$ cat config.mk
export PLATFORM = sky130hd
export DESIGN_NAME = frame_draw_scheduler
export DESIGN_NICKNAME = d
export VERILOG_FILES = /design/src/rtl/frame_draw_scheduler.sv
export SDC_FILE = /design/constraint.sdc
export NUM_CORES = 1
export LEC_CHECK = 0
export ABC_AREA = 1
export CAP_MARGIN = 20
export CORE_ASPECT_RATIO = 1.2
export CORE_MARGIN = 8
export CORE_UTILIZATION = 35
export DETAILED_ROUTE_END_ITERATION = 6
export GPL_ROUTABILITY_DRIVEN = 0
export PLACE_DENSITY = 0.68
export REMOVE_ABC_BUFFERS = 1
export SLEW_MARGIN = 20
export SYNTH_ARGS = -nofsm -noshare
export SYNTH_HDL_FRONTEND = slang
export SYNTH_SLANG_ARGS = --single-unit
export TNS_END_PERCENT = 10
$ cat constraint.sdc
create_clock -name clock -period 5.31 [get_ports clock]
set_clock_uncertainty 0.1 [all_clocks]
set_input_delay 1.3275 -clock clock [delete_from_list [all_inputs] [get_ports clock]]
set_output_delay 1.3275 -clock clock [all_outputs]
set_load 0.01 [all_outputs]
$ cat src/rtl/frame_draw_scheduler.sv
// frame_draw_scheduler
//   Per-frame owner of the VGA adapter plot port. A frame_tick starts a full
//   160x120 background sweep, after which each enabled client is handed the
//   port in index order (go pulse, then grant until done or cut off). The
//   scheduler then returns to idle.
//
// Ports
//   clock, resetn           system clock (posedge), async active-low reset
//   frame_tick              1-cycle pulse requesting a new frame
//   client_en               per-client enable, sampled when its turn comes
//   client_x/y/colour       packed per-client plot fields (8/7/3 bits each)
//   client_plot             per-client write strobe
//   client_done             per-client completion (level or pulse)
//   client_go               1-cycle start pulse to the client being served
//   client_grant            one-hot owner of the plot port
//   vga_x/y/colour/plot     registered plot port towards vga_adapter
//   frame_busy              high from frame accept until back in idle
//   overrun                 pulse: frame_tick seen while a frame is in flight
//   timeout                 pulse: a client held the port too long
module frame_draw_scheduler #(
  parameter int unsigned NUM_CLIENTS    = 3,
  parameter logic [2:0]  BG_COLOUR      = 3'b000,
  parameter int unsigned CLIENT_TIMEOUT = 4096
) (
  input  logic                     clock,
  input  logic                     resetn,
  input  logic                     frame_tick,
  input  logic [NUM_CLIENTS-1:0]   client_en,
  input  logic [8*NUM_CLIENTS-1:0] client_x,
  input  logic [7*NUM_CLIENTS-1:0] client_y,
  input  logic [3*NUM_CLIENTS-1:0] client_colour,
  input  logic [NUM_CLIENTS-1:0]   client_plot,
  input  logic [NUM_CLIENTS-1:0]   client_done,
  output logic [NUM_CLIENTS-1:0]   client_go,
  output logic [NUM_CLIENTS-1:0]   client_grant,
  output logic [7:0]               vga_x,
  output logic [6:0]               vga_y,
  output logic [2:0]               vga_colour,
  output logic                     vga_plot,
  output logic                     frame_busy,
  output logic                     overrun,
  output logic                     timeout
);

  // idx must also be able to hold NUM_CLIENTS (the "all clients done" value).
  localparam int unsigned IW = $clog2(NUM_CLIENTS + 1);
  localparam int unsigned TW = $clog2(CLIENT_TIMEOUT) + 1;

  typedef enum logic [2:0] {
    S_IDLE,
    S_CLEAR,
    S_SEL,
    S_GO,
    S_SERVE
  } state_t;

  state_t          state, state_n;
  logic [7:0]      x_cnt, x_n;
  logic [6:0]      y_cnt, y_n;
  logic [IW-1:0]   idx, idx_n;
  logic [TW-1:0]   timer, timer_n;

  logic [NUM_CLIENTS-1:0] go_n, grant_n;
  logic [7:0]             vx_n;
  logic [6:0]             vy_n;
  logic [2:0]             vc_n;
  logic                   plot_n, busy_n, overrun_n, timeout_n;

  // Fields of the client currently addressed by idx.
  logic       sel_en, sel_plot, sel_done;
  logic [7:0] sel_x;
  logic [6:0] sel_y;
  logic [2:0] sel_col;

  always_comb begin
    sel_en   = 1'b0;
    sel_plot = 1'b0;
    sel_done = 1'b0;
    sel_x    = '0;
    sel_y    = '0;
    sel_col  = '0;
    for (int unsigned i = 0; i < NUM_CLIENTS; i++) begin
      if (idx == IW'(i)) begin
        sel_en   = client_en[i];
        sel_plot = client_plot[i];
        sel_done = client_done[i];
        sel_x    = client_x[8*i +: 8];
        sel_y    = client_y[7*i +: 7];
        sel_col  = client_colour[3*i +: 3];
      end
    end
  end

  always_comb begin
    state_n   = state;
    x_n       = x_cnt;
    y_n       = y_cnt;
    idx_n     = idx;
    timer_n   = timer;
    plot_n    = 1'b0;
    vx_n      = vga_x;
    vy_n      = vga_y;
    vc_n      = vga_colour;
    timeout_n = 1'b0;
    overrun_n = frame_tick && (state != S_IDLE);

    case (state)
      S_IDLE: begin
        if (frame_tick) begin
          state_n = S_CLEAR;
          x_n     = '0;
          y_n     = '0;
        end
      end

      S_CLEAR: begin
        plot_n = 1'b1;
        vx_n   = x_cnt;
        vy_n   = y_cnt;
        vc_n   = BG_COLOUR;
        if (x_cnt == 8'd159) begin
          x_n = '0;
          if (y_cnt == 7'd119) begin
            y_n     = '0;
            idx_n   = '0;
            state_n = S_SEL;
          end else begin
            y_n = y_cnt + 7'd1;
          end
        end else begin
          x_n = x_cnt + 8'd1;
        end
      end

      S_SEL: begin
        if (idx == IW'(NUM_CLIENTS)) begin
          state_n = S_IDLE;
        end else if (!sel_en) begin
          idx_n = idx + IW'(1);
        end else begin
          state_n = S_GO;
        end
      end

      S_GO: begin
        plot_n  = sel_plot;
        vx_n    = sel_x;
        vy_n    = sel_y;
        vc_n    = sel_col;
        timer_n = '0;
        state_n = S_SERVE;
      end

      S_SERVE: begin
        plot_n  = sel_plot;
        vx_n    = sel_x;
        vy_n    = sel_y;
        vc_n    = sel_col;
        timer_n = timer + TW'(1);
        // done wins over the timeout limit when both land on the same cycle.
        if (sel_done) begin
          idx_n   = idx + IW'(1);
          state_n = S_SEL;
        end else if (timer == TW'(CLIENT_TIMEOUT - 1)) begin
          timeout_n = 1'b1;
          idx_n     = idx + IW'(1);
          state_n   = S_SEL;
        end
      end

      default: state_n = S_IDLE;
    endcase

    // go/grant/busy are registered from the next state so they line up with
    // the cycle the FSM actually sits in GO/SERVE.
    busy_n  = (state_n != S_IDLE);
    go_n    = '0;
    grant_n = '0;
    for (int unsigned i = 0; i < NUM_CLIENTS; i++) begin
      if (idx_n == IW'(i)) begin
        go_n[i]    = (state_n == S_GO);
        grant_n[i] = (state_n == S_GO) || (state_n == S_SERVE);
      end
    end
  end

  always_ff @(posedge clock or negedge resetn) begin
    if (!resetn) begin
      state        <= S_IDLE;
      x_cnt        <= '0;
      y_cnt        <= '0;
      idx          <= '0;
      timer        <= '0;
      client_go    <= '0;
      client_grant <= '0;
      vga_x        <= '0;
      vga_y        <= '0;
      vga_colour   <= '0;
      vga_plot     <= 1'b0;
      frame_busy   <= 1'b0;
      overrun      <= 1'b0;
      timeout      <= 1'b0;
    end else begin
      state        <= state_n;
      x_cnt        <= x_n;
      y_cnt        <= y_n;
      idx          <= idx_n;
      timer        <= timer_n;
      client_go    <= go_n;
      client_grant <= grant_n;
      vga_x        <= vx_n;
      vga_y        <= vy_n;
      vga_colour   <= vc_n;
      vga_plot     <= plot_n;
      frame_busy   <= busy_n;
      overrun      <= overrun_n;
      timeout      <= timeout_n;
    end
  end

endmodule

==> results.cfg <==
[finish]
utilization_pct = 49.9
drive_above_1_share_pct = 10.1
antenna_cells = 0
nets = 562
area_growth_pct = 40.5
regArea_mm2 = 0.00153
fill_cells = 886
multi_input_area_mm2 = 0.00158

[global_routing]
overflow = 0
grt.total_usage_pct = 15.6
grt_start_max_net_pins = 62
grt_pass1_vias = 3294
antenna_found_initial = 0
grt_pass1_wl_mm = 16.0

[critical_path]
cpMaxStageDelayCell = clkdlybuf4s50_1
cp-start-kind = register
end_kind = output pin
worst-path-buf-inv = 1
critPathTopFamily = buffers and inverters
max_stage_delay_ps = 570
crit_type = reg -> out
crit_required_ps = 3880
path_max_fanout = 2
arrival_ps = 1250
crit_path_cell_trace = clkdlybuf4s50_1

[timing]
tightest_slew_ps = 984
setup_viol = 0
rsz0062_at_grt = no
fin_setup_tns_ps = 0
period_needed_ps = 2680
fin_hold_ws_ps = 374
worst_slack_ps = 2630
final-max-slew-violation-count = 0
slew_headroom_pct = 34.4
final-hold-violation-count = 0
fmax_mhz = 373
period_share_pct = 50.5

[routing]
drtIter0Drc = 102
ant_nets = 0
wirelength_mm = 9.67
routedWlPerCell_um = 15.7
drc = 0
viasPerCell = 5.09
drt_first_pass_iters = 5
via_count = 3139

[clock_tree]
clk_latency_ps = 330
cts-root-buf = clkbuf_16
numCtsBuffers = 9
cts.sinks = 61
hold_buffers = 0
cts_tree = done
cts_max_path_buffers = 2
cts_resized = 0
clk_pin_slew_ps = 50
post_cts_buffers = 0
h-tree-depth = 3

[floorplanning]
die-area_mm2 = 0.0129
ios = 94
die_x_um = 105
initial_core_util_pct = 35.5
chipHeight_um = 123
core-area_mm2 = 0.00937
rows = 39

[power]
peakVddDrop_mv = 0.182
clockPowerShare_pct = 38.1
leakage_uw = 0.00201
p_int_uw = 1170
power_density_mw_per_mm2 = 347
p_sw_share_pct = 27.8
p_sw_uw = 451
seqPwrFrac_pct = 39.2
p_comb_share_pct = 22.8

[yosys]
yosysUniqueCellTypes = 41
synth_seq_area_share_pct = 45.9
netlist_instances = 395
synth_area_mm2 = 0.00333
ys_warn_count = 0
ys_seq_elements = 61
synth.avg_cell_area_um2 = 8.42

[placed_design]
portBuffers = 93
place_hpwl_mm = 6.99
post-place-ws_ps = 2490

[hold_path]
hold_class = reg -> reg

[outcome]
status = finished clean

[job]
drv.max_cap_violation_count = 0
==> metrics by stage <==
step / instance area, um^2 / total power (uW) / cells
after CTS: 4670 / 1640 / 617
after floorplan: 3260 / 816 / 383
after detailed placement: 4360 / 1020 / 601
final: 4670 / 1620 / 617
after global routing: 4670 / 1710 / 617
after global placement: 4360 / 1010 / 601
==> kinds of logic after synthesis <==
group	Yosys count	share of synthesized area [%]
AND/OR/NAND/NOR	155	23.1
flip-flops	61	45.9
buffers and inverters	52	6.51
AO/OA/AOI/OAI	115	20.5
adder cells (fa/ha/maj)	7	2.63
XOR/XNOR	5	1.32
==> routing by layer <==
metal / vias to the layer above / global-route usage, % / wire (um)
met5: - / 0 / 0
met4: 0 / 5.18 / 91
met3: 7 / 3.89 / 602
met2: 90 / 27.9 / 4870
met1: 1494 / 17.9 / 4110
li1: 1548 / - / -
==> power groups by stage <==
stage	combinational (uW)	sequential (uW)	clock, uW
3_5_place_dp	375	641	0
6_report	370	636	618
2_1_floorplan	172	644	0
4_1_cts	377	635	628
5_1_grt	415	649	647
3_3_place_gp	369	638	0
==> sequential cells by signal (all words and copies together), names as in the netlist, 2 cells and up <==
signal / count
vga_y: 7
client_grant: 3
vga_colour: 3
idx: 2
vga_x: 8
x_cnt: 8
client_go: 3
state: 3
timer: 13
y_cnt: 7
==> placed cells by master (no fill, tap or decap), types with 3 or more instances in the layout <==
cell type / netlist / routed
a21oi_1: 28 / 28
a221oi_1: 6 / 6
a22oi_1: 15 / 15
clkbuf_16: 0 / 9
clkdlybuf4s50_1: 0 / 92
clkinvlp_4: 0 / 3
dfrtp_1: 61 / 61
ha_1: 7 / 7
inv_1: 32 / 32
inv_2: 7 / 7
nand2_1: 80 / 80
nand2_2: 7 / 7
nand2_4: 6 / 6
nand3_1: 16 / 16
nand4_1: 3 / 3
nor2_1: 23 / 23
nor2_4: 4 / 4
nor3_1: 7 / 7
o21ai_0: 41 / 41
o21ai_1: 8 / 8
o22ai_1: 3 / 3
o31ai_1: 3 / 3
xor2_1: 5 / 5
==> cell usage after synthesis (all sizes together) <==
cell type,count,area share (%)
a22oi,15,3.4
or2,2,0.38
nand3,19,3.5
a32oi,1,0.26
a21oi,28,4.2
dfrtp,61,46
o21ai,49,7.4
clkbuf,3,0.34
buf,9,1.6
nand2,93,12
o22ai,3,0.56
a22o,2,0.53
nor2,30,4.9
o31ai,3,0.68
a31oi,1,0.19
inv,40,4.6
nand4,3,0.56
o21a,2,0.45
o211ai,1,0.23
a221oi,6,1.6
xor2,5,1.3
a32o,1,0.30
a211oi,1,0.23
ha,7,2.6
o32ai,2,0.53
nor3,8,1.4
==> area by class of cell <==
cell class              count  share of cell area [%]
clock buffers              10                    4.90
multi-input cells         282                    33.9
inverters                  40                    3.27
clock inverters             6                    1.87
repair buffers             95                    20.1
well taps                 123                    3.29
flip-flops and latches     61                    32.7
==> worst paths after layout <==
path                       startpoint  endpoint  slack (ps)  depth (start not counted)
setup / recovery             vga_x[2]  vga_x[2]        2630                          1
hold / removal               timer[9]  timer[9]         370                          1
setup reg to reg               idx[1]  vga_y[3]        2670                          7
hold reg to reg              timer[9]  timer[9]         370                          1
max in group asynchronous      resetn  y_cnt[1]        3540                          2
min in group asynchronous      resetn  vga_x[2]        1070                          2
No activity file was read; power rests on OpenSTA's default activity.
